`config.mk`:
```
export PLATFORM = sky130hd
export DESIGN_NAME = sf2_issue_ctrl
export DESIGN_NICKNAME = d
export VERILOG_FILES = /design/src/rtl/sf2_pkg.sv /design/src/rtl/sf2_scoreboard.sv /design/src/rtl/sf2_issue_ctrl.sv
export SDC_FILE = /design/constraint.sdc
export NUM_CORES = 1
export LEC_CHECK = 0
export ABC_AREA = 0
export CELL_PAD_IN_SITES_DETAIL_PLACEMENT = 0
export CELL_PAD_IN_SITES_GLOBAL_PLACEMENT = 1
export CORE_UTILIZATION = 42
export DETAILED_ROUTE_END_ITERATION = 6
export GPL_TIMING_DRIVEN = 0
export MAX_ROUTING_LAYER = met4
export PLACE_DENSITY_LB_ADDON = 0.25
export SLEW_MARGIN = 20
export SYNTH_ARGS = -nofsm -noshare
export SYNTH_HDL_FRONTEND = slang
export SYNTH_SLANG_ARGS = --single-unit
```
`constraint.sdc`:
```
create_clock -name clk -period 3.5 [get_ports clk]
set_clock_uncertainty 0.15 [all_clocks]
set_input_delay 0.525 -clock clk [delete_from_list [all_inputs] [get_ports clk]]
set_output_delay 0.525 -clock clk [all_outputs]
set_load 0.01 [all_outputs]
```
`src/rtl/sf2_pkg.sv`:
```
// -----------------------------------------------------------------------------
// sf2_pkg: shared types and constants for the SimpleFixed2 issue controller.
//   sb_entry_t : one scoreboard slot {valid, destination address}
//   issue_t    : decoded instruction as held in the one-entry hold buffer
//   NOP_OP / NOP_FMT : encoding of the no-op, which never enters the scoreboard
//   DEPTH_DEFAULT    : number of SimpleFixed2 delay stages tracked
// -----------------------------------------------------------------------------
package sf2_pkg;

    localparam int unsigned DEPTH_DEFAULT = 4;

    localparam int unsigned OP_W   = 11;
    localparam int unsigned FMT_W  = 3;
    localparam int unsigned ADDR_W = 7;
    localparam int unsigned IMM_W  = 18;

    localparam logic [0:OP_W-1]  NOP_OP  = '0;
    localparam logic [FMT_W-1:0] NOP_FMT = '0;

    typedef struct packed {
        logic              valid;
        logic [0:ADDR_W-1] addr;
    } sb_entry_t;

    typedef struct packed {
        logic [0:OP_W-1]    op;
        logic [FMT_W-1:0]   format;
        logic [0:ADDR_W-1]  rt_addr;
        logic [0:ADDR_W-1]  ra_addr;
        logic [0:ADDR_W-1]  rb_addr;
        logic               ra_used;
        logic               rb_used;
        logic               reg_write;
        logic [0:IMM_W-1]   imm;
    } issue_t;

    // True for the architectural no-op encoding.
    function automatic logic is_nop(input issue_t instr);
        return (instr.format == NOP_FMT) && (instr.op == NOP_OP);
    endfunction

endpackage

```
`src/rtl/sf2_scoreboard.sv`:
```
// -----------------------------------------------------------------------------
// sf2_scoreboard: shadow copy of the SimpleFixed2 in-flight destinations.
// sb[0] mirrors the issue register, sb[j] mirrors rt_delay[j-1]; the whole
// array shifts every cycle. Each used source is compared against every valid
// entry and classified as a hazard (must stall) or a forwardable match.
//
// Build option: SF2_FWD_EN moves the two oldest entries (sb[DEPTH-1..DEPTH])
// out of the hazard range and into the forwarding range. Without it every
// entry is a hazard and fwd_*_c stay 0.
//
// Ports:
//   clk, reset      : clock, asynchronous active-low reset
//   push_valid/addr : new sb[0] contents (valid only for a real register write)
//   flush           : branch squash; sb[1] loads empty instead of sb[0]
//   ra_*/rb_*       : held instruction's source addresses and use flags
//   hazard_r*_c     : source matches an entry in the hazard range
//   fwd_r*_c        : source matches an entry in the forwarding range
// -----------------------------------------------------------------------------
module sf2_scoreboard
    import sf2_pkg::*;
#(
    parameter int unsigned DEPTH = DEPTH_DEFAULT
) (
    input  logic              clk,
    input  logic              reset,
    input  logic              push_valid,
    input  logic [0:ADDR_W-1] push_addr,
    input  logic              flush,
    input  logic [0:ADDR_W-1] ra_addr,
    input  logic              ra_used,
    input  logic [0:ADDR_W-1] rb_addr,
    input  logic              rb_used,
    output logic              hazard_ra_c,
    output logic              hazard_rb_c,
    output logic              fwd_ra_c,
    output logic              fwd_rb_c
);

`ifdef SF2_FWD_EN
    localparam int unsigned HAZ_LAST = DEPTH - 2;
`else
    localparam int unsigned HAZ_LAST = DEPTH;
`endif

    sb_entry_t sb_q [DEPTH+1];
    sb_entry_t sb_d [DEPTH+1];

    // Shift: new entry at sb[0], squash the stage the pipe is sampling on flush.
    always_comb begin
        for (int unsigned j = 0; j <= DEPTH; j++) begin
            sb_d[j] = '0;
        end
        sb_d[0].valid = push_valid;
        sb_d[0].addr  = push_addr;
        sb_d[1]       = flush ? sb_entry_t'('0) : sb_q[0];
        for (int unsigned j = 2; j <= DEPTH; j++) begin
            sb_d[j] = sb_q[j-1];
        end
    end

    always_ff @(posedge clk or negedge reset) begin
        if (!reset) begin
            for (int unsigned j = 0; j <= DEPTH; j++) begin
                sb_q[j] <= '0;
            end
        end else begin
            sb_q <= sb_d;
        end
    end

    // Per-source match, split into hazard and forwarding ranges.
    always_comb begin
        logic m_ra;
        logic m_rb;
        hazard_ra_c = 1'b0;
        hazard_rb_c = 1'b0;
        fwd_ra_c    = 1'b0;
        fwd_rb_c    = 1'b0;
        m_ra        = 1'b0;
        m_rb        = 1'b0;
        for (int unsigned j = 0; j <= DEPTH; j++) begin
            m_ra = ra_used && sb_q[j].valid && (sb_q[j].addr == ra_addr);
            m_rb = rb_used && sb_q[j].valid && (sb_q[j].addr == rb_addr);
            if (j <= HAZ_LAST) begin
                hazard_ra_c = hazard_ra_c | m_ra;
                hazard_rb_c = hazard_rb_c | m_rb;
            end else begin
                fwd_ra_c = fwd_ra_c | m_ra;
                fwd_rb_c = fwd_rb_c | m_rb;
            end
        end
    end

endmodule

```
`src/rtl/sf2_issue_ctrl.sv`:
```
// -----------------------------------------------------------------------------
// sf2_issue_ctrl: issue controller for the SimpleFixed2 (shift/rotate) pipe.
// Takes decoded instructions over a valid/ready handshake into a one-entry
// hold buffer, stalls on RAW hazards against a shadow scoreboard, and drives
// the pipe's RF/FWD-stage inputs from registers. Branch flushes squash both
// the held instruction and the scoreboard stage being sampled.
//
// Build option: SF2_FWD_EN enables bypass of the two oldest pipe stages
// (fwd_ra/fwd_rb registered with the issue); otherwise fwd_* read 0.
//
// Ports:
//   clk, reset           : clock, asynchronous active-low reset
//   in_valid / in_ready  : decode handshake (in_ready is combinational)
//   in_*                 : decoded instruction fields
//   branch_taken         : flush request
//   iss_valid, iss_*     : registered issue to SimpleFixed2
//   fwd_ra, fwd_rb       : registered bypass selects for the issued instruction
//   stall_cnt            : saturating count of hazard-stall cycles
// -----------------------------------------------------------------------------
module sf2_issue_ctrl
    import sf2_pkg::*;
#(
    parameter int unsigned DEPTH       = DEPTH_DEFAULT,
    parameter int unsigned STALL_CNT_W = 16
) (
    input  logic                   clk,
    input  logic                   reset,
    input  logic                   in_valid,
    output logic                   in_ready,
    input  logic [0:10]            in_op,
    input  logic [2:0]             in_format,
    input  logic [0:6]             in_rt_addr,
    input  logic [0:6]             in_ra_addr,
    input  logic [0:6]             in_rb_addr,
    input  logic                   in_ra_used,
    input  logic                   in_rb_used,
    input  logic                   in_reg_write,
    input  logic [0:17]            in_imm,
    input  logic                   branch_taken,
    output logic                   iss_valid,
    output logic [0:10]            iss_op,
    output logic [2:0]             iss_format,
    output logic [0:6]             iss_rt_addr,
    output logic                   iss_reg_write,
    output logic [0:17]            iss_imm,
    output logic                   fwd_ra,
    output logic                   fwd_rb,
    output logic [STALL_CNT_W-1:0] stall_cnt
);

    localparam logic [0:0] ST_EMPTY = 1'b0;
    localparam logic [0:0] ST_HOLD  = 1'b1;

    logic [0:0]             state_q, state_d;
    issue_t                 hold_q, hold_d;
    issue_t                 in_instr;

    logic                   iss_valid_q, iss_valid_d;
    logic [0:OP_W-1]        iss_op_q, iss_op_d;
    logic [FMT_W-1:0]       iss_format_q, iss_format_d;
    logic [0:ADDR_W-1]      iss_rt_addr_q, iss_rt_addr_d;
    logic                   iss_reg_write_q, iss_reg_write_d;
    logic [0:IMM_W-1]       iss_imm_q, iss_imm_d;
    logic                   fwd_ra_q, fwd_ra_d;
    logic                   fwd_rb_q, fwd_rb_d;
    logic [STALL_CNT_W-1:0] stall_cnt_q, stall_cnt_d;

    logic hold_valid_c;
    logic hazard_ra_c, hazard_rb_c;
    logic sb_fwd_ra_c, sb_fwd_rb_c;
    logic hazard_c;
    logic issue_now_c;
    logic xfer_c;
    logic push_valid_c;

    assign in_instr = '{op:        in_op,
                        format:    in_format,
                        rt_addr:   in_rt_addr,
                        ra_addr:   in_ra_addr,
                        rb_addr:   in_rb_addr,
                        ra_used:   in_ra_used,
                        rb_used:   in_rb_used,
                        reg_write: in_reg_write,
                        imm:       in_imm};

    assign hold_valid_c = (state_q == ST_HOLD);
    assign hazard_c     = hold_valid_c && (hazard_ra_c || hazard_rb_c);
    assign issue_now_c  = hold_valid_c && !hazard_c && !branch_taken;
    // The buffer frees up in the same cycle it issues; a flush blocks intake.
    assign in_ready     = (!hold_valid_c || issue_now_c) && !branch_taken;
    assign xfer_c       = in_valid && in_ready;
    assign push_valid_c = issue_now_c && hold_q.reg_write && !is_nop(hold_q);

    sf2_scoreboard #(
        .DEPTH (DEPTH)
    ) u_scoreboard (
        .clk         (clk),
        .reset       (reset),
        .push_valid  (push_valid_c),
        .push_addr   (hold_q.rt_addr),
        .flush       (branch_taken),
        .ra_addr     (hold_q.ra_addr),
        .ra_used     (hold_q.ra_used),
        .rb_addr     (hold_q.rb_addr),
        .rb_used     (hold_q.rb_used),
        .hazard_ra_c (hazard_ra_c),
        .hazard_rb_c (hazard_rb_c),
        .fwd_ra_c    (sb_fwd_ra_c),
        .fwd_rb_c    (sb_fwd_rb_c)
    );

    // Next state, hold buffer, issue registers and stall counter.
    always_comb begin
        state_d         = state_q;
        hold_d          = hold_q;
        iss_valid_d     = 1'b0;
        iss_op_d        = '0;
        iss_format_d    = '0;
        iss_rt_addr_d   = '0;
        iss_reg_write_d = 1'b0;
        iss_imm_d       = '0;
        fwd_ra_d        = 1'b0;
        fwd_rb_d        = 1'b0;
        stall_cnt_d     = stall_cnt_q;

        case (state_q)
            ST_EMPTY: begin
                if (xfer_c) begin
                    state_d = ST_HOLD;
                end
            end
            ST_HOLD: begin
                if (branch_taken) begin
                    state_d = ST_EMPTY;
                end else if (issue_now_c && !xfer_c) begin
                    state_d = ST_EMPTY;
                end
            end
            default: state_d = ST_EMPTY;
        endcase

        if (xfer_c) begin
            hold_d = in_instr;
        end

        if (issue_now_c) begin
            iss_valid_d     = 1'b1;
            iss_op_d        = hold_q.op;
            iss_format_d    = hold_q.format;
            iss_rt_addr_d   = hold_q.rt_addr;
            iss_reg_write_d = hold_q.reg_write;
            iss_imm_d       = hold_q.imm;
            fwd_ra_d        = sb_fwd_ra_c;
            fwd_rb_d        = sb_fwd_rb_c;
        end

        if (hazard_c && !branch_taken && (stall_cnt_q != '1)) begin
            stall_cnt_d = stall_cnt_q + STALL_CNT_W'(1);
        end
    end

    always_ff @(posedge clk or negedge reset) begin
        if (!reset) begin
            state_q         <= ST_EMPTY;
            hold_q          <= '0;
            iss_valid_q     <= 1'b0;
            iss_op_q        <= '0;
            iss_format_q    <= '0;
            iss_rt_addr_q   <= '0;
            iss_reg_write_q <= 1'b0;
            iss_imm_q       <= '0;
            fwd_ra_q        <= 1'b0;
            fwd_rb_q        <= 1'b0;
            stall_cnt_q     <= '0;
        end else begin
            state_q         <= state_d;
            hold_q          <= hold_d;
            iss_valid_q     <= iss_valid_d;
            iss_op_q        <= iss_op_d;
            iss_format_q    <= iss_format_d;
            iss_rt_addr_q   <= iss_rt_addr_d;
            iss_reg_write_q <= iss_reg_write_d;
            iss_imm_q       <= iss_imm_d;
            fwd_ra_q        <= fwd_ra_d;
            fwd_rb_q        <= fwd_rb_d;
            stall_cnt_q     <= stall_cnt_d;
        end
    end

    assign iss_valid     = iss_valid_q;
    assign iss_op        = iss_op_q;
    assign iss_format    = iss_format_q;
    assign iss_rt_addr   = iss_rt_addr_q;
    assign iss_reg_write = iss_reg_write_q;
    assign iss_imm       = iss_imm_q;
    assign fwd_ra        = fwd_ra_q;
    assign fwd_rb        = fwd_rb_q;
    assign stall_cnt     = stall_cnt_q;

endmodule

```
==> results.tsv <==
metric	value	unit
cpPeakStageDelay	450	ps
finalMaxSlewViolations	0	
num_antenna_cells	0	
synth-seq-cells	154	
seq_area_frac_synth	59.7	%
cts_max_level	4	
crit_start	hold_q[32]	
endpoint_kind	primary output	
rsz0062_at_grt	no	
r2r_start	hold_q[32]	
drtPass1Iterations	4	
post-route-period-util	95.5	%
p_sw	1.12	mW
maxCapViolCount	0	
dieArea	15900	um2
setup_viol	0	
crit_buf_inv	3	
cts_tree	done	
wl	13700	um
pwr-share-comb	14.8	%
max_freq	0.299	GHz
drive_gt1_share	19.3	%
placed_cell_area	7900	um2
synth_edf_count	0	
p_sw_share	25.4	%
status	finished clean	
async_reset_ff_share	100	%
required	2820	ps
cpMostUsedCell	nor2_1	
area_growth	31.3	%
crit_chain	buf_2 > xnor2_1 > nand4_1 > or4_1 > o41ai_1 > nor4_4 > clkbuf_8 > nor2_1 > nor2_1 > dlygate4sd2_1	
grt_util_all_layers	19.1	%
fin_nets	666	
netlist_instances	464	
clk_latency	420	ps
wl_per_cell	17.1	um
place_hpwl	9580	um
hp-start	u_scoreboard.sb_d[15]	
grt_pass1_vias	4192	
drc	0	
rows	44	
crit_family	simple AND/OR/NAND/NOR gates	
routabilityCongestion	0.902	
syn_area	6460	um2
fp.dieH	126	um
port-buffer-count	117	
crit_slowest_cell	or4_1	
synth_cell_types	33	
clockPowerShare	38.9	%
grt_pass1_wl	22100	um
path_max_fanout	6	
design_area	8480	um2
clkSinkCount	154	
critPathArrivalTime	2670	ps
tightest_slew	573	ps
vias	3962	
pwr-share-seq	46.3	%
grt_max_degree	91	
coreArea	14800	um2
crit_path_start_kind	flop	
cts_buffers	17	
syn_avg_cell_area	13.9	um2
relSlewSlack	61.3	%
powerDensity	523	nW/um2
fin_hold_ws	256	ps
yosys_warnings	0	
start_util	43.8	%
viasPerCell	4.94	
boundaryPins	120	
drt_iter0_drc	170	
peakVddDrop	364	uV
synthFlopType	dfrtp_1	
clock_path_buffers	2	
ant_nets	0	
crit_type	flop to primary output	
p_int	3.31	mW
r2r_slack	490	ps
clkTransAtPathRegs	60	ps
p_leak	3.97	nW
grt_overflow_total	0	
cts_root_buf	clkbuf_16	
antenna_found_initial	0	
period_minus_slack	3340	ps
die_x	126	um
min_path_type	flop to flop	
hold_viol	0	
worst reg2reg max path, stage by stage (launching register included):
cell and delay [ps]:
dfrtp_1 350, buf_2 170, xnor2_1 260, nand4_1 110, or4_1 450, o41ai_1 150, nor4_4 110, buf_4 170
o211ai_2 160, buf_4 270, buf_8 210, mux2_4 320
cell usage after synthesis, types with 2 or more instances:
master / n / area, um2
nor3b_1: 6 / 45.0
nor3_1: 2 / 10.0
nor4b_2: 2 / 30.0
and2_1: 2 / 12.5
dfrtp_1: 154 / 3850
inv_1: 3 / 11.3
nand3_1: 12 / 60.1
nor4_1: 6 / 37.5
nor2_1: 9 / 33.8
mux2_2: 17 / 191
xnor2_1: 49 / 429
or4_1: 5 / 37.5
buf_4: 10 / 75.1
mux2_4: 40 / 601
buf_2: 9 / 45.0
xor2_1: 36 / 315
nor2b_1: 8 / 50.1
o41ai_1: 2 / 17.5
nand2_1: 6 / 22.5
and3_1: 45 / 282
clkbuf_1: 11 / 41.3
nand4_1: 15 / 93.8
buf_8: 4 / 60.1
o22ai_1: 2 / 12.5
final timing paths:
path / endpoint / cells after the start
worst min register to register: u_scoreboard.sb_d[7] / 0
min in group asynchronous: stall_cnt[5] / 2
worst max-delay path: in_ready / 10
max in group asynchronous: hold_q[8] / 3
worst max register to register: hold_q[21] / 11
worst min-delay path: u_scoreboard.sb_d[7] / 0
stage by stage:
step | setup TNS (ps) | total power, mW | util, % | worst slack, ps | cells
after floorplan | 0 | 2.49 | - | 809 | 465
after global placement | -674880 | 2.73 | 53.3 | -4400 | 766
after detailed placement | -58.1 | 2.75 | 53.5 | -58.1 | 767
after CTS | 0 | 4.48 | 57.5 | 144 | 802
after global routing | 0 | 4.63 | 57.5 | 47.1 | 802
final | 0 | 4.43 | 57.5 | 157 | 802
area by class of cell:
class / instances / area, um2
Buffer: 34 / 231
Clock inverter: 13 / 119
Tap cell: 184 / 230
Fill cell: 1236 / 6270
Multi-Input combinational cell: 274 / 2380
Timing Repair Buffer: 121 / 1230
Inverter: 3 / 11.3
Sequential cell: 154 / 3850
Clock buffer: 19 / 433
sequential cells by signal (all words and copies together), names as in the netlist, 3 cells and up:
register and count:
iss_op 11, stall_cnt 16, hold_q 56, iss_rt_addr 7
iss_imm 18, iss_format 3, u_scoreboard.sb_q 16, u_scoreboard.sb_d 24
repair_timing:
item | in CTS | in global routing
endpoints found under the setup margin | 1 | 0
hold endpoints to repair | 64 | 0
gates resized for setup | 4 | 0
buffers inserted | 2 | 0
hold buffers | 1 | 0
power by group through the flow:
stage / clock, mW / combinational, mW / sequential [mW]
floorplan: 0 / 0.423 / 2.06
global placement: 0 / 0.646 / 2.08
detailed placement: 0 / 0.664 / 2.08
CTS: 1.76 / 0.668 / 2.05
global route: 1.84 / 0.710 / 2.07
finish: 1.72 / 0.655 / 2.05
per-layer routing:
layer	wire (um)	GRT usage [%]	up-vias
li1	-	-	1868
met1	6230	24.6	1967
met2	6350	28.1	109
met3	902	6.03	18
met4	225	7.44	0
met5	0	-	-
cell families after synthesis:
kind of cell               count (synthesis)  share of synthesized area (%)
buffers and inverters                     37                           3.60
and+or+nand+nor                          121                           11.6
muxes                                     57                           12.3
xor gates and xnor gates                  85                           11.5
other                                      1                         0.0581
adders and majority gates                  1                          0.194
DFF                                      154                           59.7
AOI/OAI and AO/OA                          8                           1.07
cells in the final DEF (no fill, tap or decap), types with 2 or more instances in the layout:
cell type / count
and2_1: 2
and3_1: 45
buf_2: 9
buf_4: 12
buf_8: 5
clkbuf_1: 12
clkbuf_16: 17
clkdlybuf4s50_1: 115
clkinv_2: 4
clkinv_4: 4
conb_1: 2
dfrtp_1: 154
inv_1: 3
inv_6: 3
mux2_2: 17
mux2_4: 40
nand2_1: 6
nand3_1: 12
nand4_1: 15
nor2_1: 9
nor2b_1: 8
nor3_1: 2
nor3b_1: 6
nor4_1: 6
nor4b_2: 2
o22ai_1: 2
o41ai_1: 2
or4_1: 5
xnor2_1: 49
xor2_1: 36
No activity file was read; power rests on OpenSTA's default activity.
